<file path="src/rtl/trigger_pulse_generator.sv">
// trigger_pulse_generator: armed trigger -> programmable delay -> train of
// programmable-width pulses, configured through the byte-wide register port.
module trigger_pulse_generator #(
  parameter int unsigned DELAY_W = 32,
  parameter int unsigned WIDTH_W = 16
) (
  input  logic         sampleclk,
  input  logic         reset,
  input  logic         trigger_in,
  input  logic [7:0]   reg_cmd,
  input  logic [15:0]  reg_bytecount,
  input  logic [7:0]   reg_data_in,
  output logic [7:0]   reg_data_out,
  input  logic         reg_read,
  input  logic         reg_write,
  output logic         pulse_out,
  output logic         armed,
  output logic         busy
);

  localparam int unsigned DELAY_B = DELAY_W / 8;
  localparam int unsigned WIDTH_B = WIDTH_W / 8;
  localparam int unsigned COUNT_W = 8;

  localparam logic [7:0] ADDR_CTRL  = 8'h50;
  localparam logic [7:0] ADDR_DELAY = 8'h51;
  localparam logic [7:0] ADDR_WIDTH = 8'h52;
  localparam logic [7:0] ADDR_GAP   = 8'h53;
  localparam logic [7:0] ADDR_COUNT = 8'h54;

  typedef enum logic [2:0] {
    ST_IDLE  = 3'd0,
    ST_ARMED = 3'd1,
    ST_DELAY = 3'd2,
    ST_PULSE = 3'd3,
    ST_GAP   = 3'd4
  } state_t;

  state_t state;
  state_t state_nx;

  // programmed configuration
  logic [DELAY_W-1:0] cfg_delay;
  logic [WIDTH_W-1:0] cfg_width;
  logic [WIDTH_W-1:0] cfg_gap;
  logic [COUNT_W-1:0] cfg_count;
  logic               auto_rearm;
  logic               done;
  logic               done_nx;

  // working counters, all hold "remaining minus one"
  logic [DELAY_W-1:0] dly_cnt;
  logic [DELAY_W-1:0] dly_cnt_nx;
  logic [WIDTH_W-1:0] wid_cnt;
  logic [WIDTH_W-1:0] wid_cnt_nx;
  logic [WIDTH_W-1:0] gap_cnt;
  logic [WIDTH_W-1:0] gap_cnt_nx;
  logic [COUNT_W-1:0] pls_cnt;
  logic [COUNT_W-1:0] pls_cnt_nx;

  // width/gap snapshot taken at trigger so the train is immune to later writes
  logic [WIDTH_W-1:0] wid_lat;
  logic [WIDTH_W-1:0] wid_lat_nx;
  logic [WIDTH_W-1:0] gap_lat;
  logic [WIDTH_W-1:0] gap_lat_nx;

  logic               busy_st;
  logic               ctrl_wr;
  logic               abort_c;
  logic               arm_c;
  logic               cfg_wr_en;
  logic [WIDTH_W-1:0] width_m1;
  logic [WIDTH_W-1:0] gap_m1;
  logic [COUNT_W-1:0] count_m1;
  state_t             finish_st;

  // control decode and effective (zero-mapped-to-one) configuration
  always_comb begin
    busy_st   = (state == ST_DELAY) || (state == ST_PULSE) || (state == ST_GAP);
    ctrl_wr   = reg_write && (reg_cmd == ADDR_CTRL) && (reg_bytecount == 16'd0);
    abort_c   = ctrl_wr && reg_data_in[1];
    arm_c     = ctrl_wr && reg_data_in[0] && !reg_data_in[1];
    cfg_wr_en = reg_write && !busy_st;
    width_m1  = (cfg_width == '0) ? '0 : cfg_width - WIDTH_W'(1);
    gap_m1    = (cfg_gap == '0) ? '0 : cfg_gap - WIDTH_W'(1);
    count_m1  = (cfg_count == '0) ? '0 : cfg_count - COUNT_W'(1);
    finish_st = auto_rearm ? ST_ARMED : ST_IDLE;
  end

  // configuration registers; byte lanes beyond a register's width are dropped
  always_ff @(posedge sampleclk) begin
    if (reset) begin
      cfg_delay  <= '0;
      cfg_width  <= WIDTH_W'(1);
      cfg_gap    <= WIDTH_W'(1);
      cfg_count  <= COUNT_W'(1);
      auto_rearm <= 1'b0;
    end else begin
      if (ctrl_wr) begin
        auto_rearm <= reg_data_in[2];
      end
      if (cfg_wr_en) begin
        for (int i = 0; i < DELAY_B; i++) begin
          if ((reg_cmd == ADDR_DELAY) && (reg_bytecount == 16'(i))) begin
            cfg_delay[i*8 +: 8] <= reg_data_in;
          end
        end
        for (int i = 0; i < WIDTH_B; i++) begin
          if ((reg_cmd == ADDR_WIDTH) && (reg_bytecount == 16'(i))) begin
            cfg_width[i*8 +: 8] <= reg_data_in;
          end
          if ((reg_cmd == ADDR_GAP) && (reg_bytecount == 16'(i))) begin
            cfg_gap[i*8 +: 8] <= reg_data_in;
          end
        end
        if ((reg_cmd == ADDR_COUNT) && (reg_bytecount == 16'd0)) begin
          cfg_count <= reg_data_in;
        end
      end
    end
  end

  // next-state and working-counter logic
  always_comb begin
    state_nx   = state;
    done_nx    = done;
    dly_cnt_nx = dly_cnt;
    wid_cnt_nx = wid_cnt;
    gap_cnt_nx = gap_cnt;
    pls_cnt_nx = pls_cnt;
    wid_lat_nx = wid_lat;
    gap_lat_nx = gap_lat;

    case (state)
      ST_IDLE: begin
        if (arm_c) begin
          state_nx = ST_ARMED;
          done_nx  = 1'b0;
        end
      end
      ST_ARMED: begin
        if (trigger_in) begin
          wid_lat_nx = width_m1;
          gap_lat_nx = gap_m1;
          wid_cnt_nx = width_m1;
          pls_cnt_nx = count_m1;
          if (cfg_delay == '0) begin
            state_nx = ST_PULSE;
          end else begin
            state_nx   = ST_DELAY;
            dly_cnt_nx = cfg_delay - DELAY_W'(1);
          end
        end
      end
      ST_DELAY: begin
        if (dly_cnt == '0) begin
          state_nx   = ST_PULSE;
          wid_cnt_nx = wid_lat;
        end else begin
          dly_cnt_nx = dly_cnt - DELAY_W'(1);
        end
      end
      ST_PULSE: begin
        if (wid_cnt == '0) begin
          if (pls_cnt != '0) begin
            state_nx   = ST_GAP;
            gap_cnt_nx = gap_lat;
            pls_cnt_nx = pls_cnt - COUNT_W'(1);
          end else begin
            state_nx = finish_st;
            done_nx  = 1'b1;
          end
        end else begin
          wid_cnt_nx = wid_cnt - WIDTH_W'(1);
        end
      end
      ST_GAP: begin
        if (gap_cnt == '0) begin
          state_nx   = ST_PULSE;
          wid_cnt_nx = wid_lat;
        end else begin
          gap_cnt_nx = gap_cnt - WIDTH_W'(1);
        end
      end
      default: begin
        state_nx = ST_IDLE;
      end
    endcase

    // abort overrides everything, including a finish landing on the same edge
    if (abort_c && (state != ST_IDLE)) begin
      state_nx = ST_IDLE;
      done_nx  = done;
    end
  end

  // state, counters and registered status outputs
  always_ff @(posedge sampleclk) begin
    if (reset) begin
      state     <= ST_IDLE;
      done      <= 1'b0;
      dly_cnt   <= '0;
      wid_cnt   <= '0;
      gap_cnt   <= '0;
      pls_cnt   <= '0;
      wid_lat   <= '0;
      gap_lat   <= '0;
      pulse_out <= 1'b0;
      armed     <= 1'b0;
      busy      <= 1'b0;
    end else begin
      state     <= state_nx;
      done      <= done_nx;
      dly_cnt   <= dly_cnt_nx;
      wid_cnt   <= wid_cnt_nx;
      gap_cnt   <= gap_cnt_nx;
      pls_cnt   <= pls_cnt_nx;
      wid_lat   <= wid_lat_nx;
      gap_lat   <= gap_lat_nx;
      pulse_out <= (state_nx == ST_PULSE);
      armed     <= (state_nx == ST_ARMED);
      busy      <= (state_nx == ST_DELAY) || (state_nx == ST_PULSE) ||
                   (state_nx == ST_GAP);
    end
  end

  // combinational register readback
  always_comb begin
    reg_data_out = 8'h00;
    if (reg_read) begin
      case (reg_cmd)
        ADDR_CTRL: begin
          if (reg_bytecount == 16'd0) begin
            reg_data_out = {4'b0000, done, auto_rearm, busy_st, state == ST_ARMED};
          end
        end
        ADDR_DELAY: begin
          for (int i = 0; i < DELAY_B; i++) begin
            if (reg_bytecount == 16'(i)) begin
              reg_data_out = cfg_delay[i*8 +: 8];
            end
          end
        end
        ADDR_WIDTH: begin
          for (int i = 0; i < WIDTH_B; i++) begin
            if (reg_bytecount == 16'(i)) begin
              reg_data_out = cfg_width[i*8 +: 8];
            end
          end
        end
        ADDR_GAP: begin
          for (int i = 0; i < WIDTH_B; i++) begin
            if (reg_bytecount == 16'(i)) begin
              reg_data_out = cfg_gap[i*8 +: 8];
            end
          end
        end
        ADDR_COUNT: begin
          if (reg_bytecount == 16'd0) begin
            reg_data_out = cfg_count;
          end
        end
        default: begin
          reg_data_out = 8'h00;
        end
      endcase
    end
  end

endmodule

</file>
<file path="config.mk">
export PLATFORM = sky130hd
export DESIGN_NAME = trigger_pulse_generator
export DESIGN_NICKNAME = d
export VERILOG_FILES = /design/src/rtl/trigger_pulse_generator.sv
export SDC_FILE = /design/constraint.sdc
export NUM_CORES = 1
export LEC_CHECK = 0
export BUFFER_PORTS_ARGS = -buffer_cell sky130_fd_sc_hd__buf_2
export CAP_MARGIN = 20
export CELL_PAD_IN_SITES_DETAIL_PLACEMENT = 1
export CELL_PAD_IN_SITES_GLOBAL_PLACEMENT = 2
export CORE_ASPECT_RATIO = 0.7
export CORE_MARGIN = 2
export CORE_UTILIZATION = 37
export DETAILED_ROUTE_END_ITERATION = 8
export PLACE_DENSITY_LB_ADDON = 0.08
export SLEW_MARGIN = 5
export SYNTH_ARGS = -nofsm -noshare
export SYNTH_HDL_FRONTEND = slang
export SYNTH_SLANG_ARGS = --single-unit
</file>
<file path="constraint.sdc">
create_clock -name sampleclk -period 4.4 [get_ports sampleclk]
set_clock_uncertainty 0.05 [all_clocks]
set_input_delay 0.44 -clock sampleclk [delete_from_list [all_inputs] [get_ports sampleclk]]
set_output_delay 0.44 -clock sampleclk [all_outputs]
set_load 0.01 [all_outputs]
</file>
==> out/summary.md <==
Setup violations remaining at the end of the flow were counted as 0. For the number of antenna diodes, the log shows 0. The number of DRC markers after the initial detailed-route iteration is 1,072.

For the total count of max-transition violations in the final report, the log shows 0. For the pin with the worst max-slew slack, the measured transition is 1.010 ns. The first global-routing pass estimated 68.32 mm of wire. The synthesized design devotes to its leading area cell type 32.54% of total area.

The worst hold path passes through 3 cells. At the worst endpoint, the required time is 4.67 ns. TritonCTS built the clock tree. The arrival time at the worst endpoint is 3.94 ns, and the overall die area is 32,030 µm². In the synthesized netlist the async set-or-reset flop fraction comes to 0%. The clock passes through at most 2 buffers. Counting flops and latches in the post-synthesis netlist gives 184.

In the final routed layout, each cell accounts on average for 23.09 µm. Of all nets on the critical path, the largest fanout is 64. The post-route netlist has 10.55% of its cells at a drive strength greater than 1.

For this design the static power due to leakage is 4.482 nW. The number of remaining DRC errors was 0; the horizontal extent of the die was 213.0 µm. The fraction of the cycle the final worst path needs was 83.38%. The number of I/O port buffers came out at 47. The cell family with the largest share of critical-path delay is compound AO/OA/AOI/OAI gates. The logs give 48 for the number of ports placed on the die boundary and 68 for the maximum number of pins on one net before global-route repair. The logic depth of the worst setup path including buffers works out to 7. Summing the sequential cell areas from Yosys gives 32.54% of the chip area. In this run, post-CTS hold repair placed 0 buffers. The run gives 0 as the final number of hold-violating endpoints. The tools report the kind of launch point of the worst setup path as a flip-flop. The clock tree synthesis step divided the H-tree into 4 levels. By area the synthesized netlist is led by dfxtp_1 33%, a21oi_1 5.9%, nor2_1 5.7%, nand2_1 5.1%, mux2i_1 4.3%.

The distinct cell type count after synthesis came out at 92. The tools report the number of antenna violations at the first check in global routing as 0. At the end of routability-driven placement, the weighted congestion stood at 0.8812.

For the overall routed net length, the log shows 44.07 mm. The sum of buffers and inverters on the critical path was 1. Biggest area consumer among synthesized cells: dfxtp_1.

STA classifies the critical path endpoint as a flip-flop. The via count of the first global-routing pass is 11,170, and the via density per instance is 6.106. The logs give 0 for the number of warning messages in the yosys log and 37.68% for the starting density of the core. The clock period minus worst slack came out at 3.669 ns.

Die height: 150.3 µm. For the global-route congestion overflow total, the log shows 0. Synthesized net count: 1,543. Gates resized during post-CTS repair numbered 0. For this run, the detailed router's first-pass iteration total came to 8.

Power spread over the standard cell area amounts to 279.0 nW/µm². The later pin in the worst-skew pair is clocked with a latency of 0.46 ns. The run gives 1,909 as the final non-filler cell total. Sorting the synthesized cells by how often they occur yields 184 x dfxtp_1, 171 x nor2_1, 155 x nand2_1. The number of enable flip-flop cells after synthesis is 0, and the average instance area after synthesis is 7.566 µm². The setup path with the least slack is of type flip-flop to flip-flop. The library cell used as clock root buffer is clkbuf_16. The layout overhead on the synthesized area was 9.496%.

After the last flow step, the layout net total stands at 1,532. After synthesis the cells add up to 11,320 µm². On the worst path, the slowest cell contributes a delay of 0.91 ns.

The critical path goes through or3b_2 -> buf_4 -> nand4_1 -> a222oi_1 -> o2111ai_1 -> a22oi_1 -> a31oi_1. The number of clock buffers added by TritonCTS is 17. After routing, the total negative slack on setup checks comes to 0 ns. After clock tree synthesis, the clock-pin slew on the worst setup and hold paths is 0.07 ns. dfxtp_1 is the most common cell in the netlist. The count of nets left with antenna violations once routing finished came out at 0. The count of clock tree sinks was 184.

The run finished with clean final reports. Setup repair after global routing left no endpoint under its margin. Among all flip-flop cells after synthesis, the most frequent one is dfxtp_1. Across every metal layer, demand over resource in global routing totals 28.17%. The worst hold path class was input pin to flip-flop. The post-CTS setup buffer count was 0; the top achievable clock speed was 272.6 MHz.

The number of cells traversed by the worst register-to-register path is 7, and the max-cap check violation count is 0. The core region is 30,040 µm². The final route contains 11,660 vias. The tools report the number of placement rows as 53. After technology mapping, the gate count stands at 1,496.

In this run, placement finished with an instance count of 1,878. The slowest stage of the critical path belongs to the cell a222oi_1. Measured against its own limit, the worst slew margin works out to 32.41%.

The tools report the maximum resistive drop on vdd as 170.2 µV. Detailed placement finished with a half-perimeter wire length of 32.28 mm.
[cells by family (layout without fill, tap and decap cells)]
group	after synthesis	count (layout)	synth area share, %
AOI/OAI and AO/OA	424	424	24.09
xor gates and xnor gates	38	38	2.941
adders and majority gates	10	10	1.105
buffers and inverters	138	139	5.384
DFF	184	184	32.54
muxes	55	55	4.930
and+or+nand+nor	647	647	29.01
[placed cells by master (no fill, tap or decap), types with 7 or more instances in the layout]
master / n
o211ai_1: 17
nor3_1: 61
a221oi_1: 8
nand3_1: 70
nor3b_1: 7
xor2_1: 21
o22ai_1: 11
a211oi_1: 23
nand2b_1: 7
a22oi_1: 32
nand4_1: 19
buf_4: 33
clkbuf_16: 17
a21oi_1: 133
and2_1: 11
dfxtp_1: 184
o21ai_0: 84
nand3b_1: 15
or3_1: 11
ha_1: 10
a222oi_1: 11
nor4_1: 39
xnor2_1: 17
o31ai_1: 13
nand2_1: 154
or4_1: 17
mux2i_1: 49
inv_1: 28
buf_2: 46
a31oi_1: 28
and3_1: 16
nor2_1: 171
[metal layers]
layer	global-route usage, %	wire length (µm)	part of all wire (%)	vias up
met5	0	0	0	-
met4	5.245	493	1.1	0
met3	7.280	3539	8.0	39
met1	43.92	23050	52	5732
li1	-	-	-	5522
met2	38.09	16990	39	364
[state kept, by name (all words and copies together), names as in the netlist, 16 cells and up]
register,cells
gap_lat,16
wid_cnt,16
cfg_width,16
cfg_delay,32
cfg_gap,16
gap_cnt,16
wid_lat,16
dly_cnt,32
[path summary, 6_finish.rpt]
kind | slack [ns] | startpoint | to
setup / recovery | 0.73 | state[0]$_SDFF_PP0_ | dly_cnt[30]$_SDFFE_PP0P_
hold / removal | 0.32 | reg_data_in[6] | cfg_width[6]$_SDFFE_PP0P_
setup reg to reg | 0.73 | state[0]$_SDFF_PP0_ | dly_cnt[30]$_SDFFE_PP0P_
hold reg to reg | 0.41 | wid_lat[14]$_SDFFE_PP0P_ | wid_lat[14]$_SDFFE_PP0P_
[stage by stage]
step | total power, mW | area, µm² | util, % | setup WS, ns | hold WS, ns
after floorplan | 1.871 | 11320 | - | 0.8758 | 0.3812
after global placement | 1.943 | 11830 | 39.37 | 0.9088 | 0.3961
after detailed placement | 1.945 | 11830 | 39.37 | 0.8387 | 0.4001
after CTS | 3.488 | 12390 | 41.26 | 0.8219 | 0.2994
after global routing | 3.587 | 12390 | 41.26 | 0.4403 | 0.3253
final | 3.458 | 12390 | 41.26 | 0.7313 | 0.3199
[final cells by class]
type / instances / area (µm²)
tap: 412 / 515.5
clock buffer: 21 / 470.5
multi-input combinational: 1174 / 7034
fill: 3731 / 17650
timing repair buffer: 80 / 489.2
inverter: 28 / 105.1
clock inverter: 10 / 95.09
sequential: 184 / 3684
[worst min-delay path: stages]
cell and delay, ns:
buf_2 0.19, nand3_1 0.10, a21oi_1 0.06
[where the power goes]
part / internal [mW] / switching [mW] / leakage, nW
clock network: 0.823 / 0.726 / 0.275
logic: 0.0630 / 0.133 / 2.72
registers: 1.68 / 0.0321 / 1.48
total: 2.57 / 0.891 / 4.48
Power figures use the tool's default switching activity.
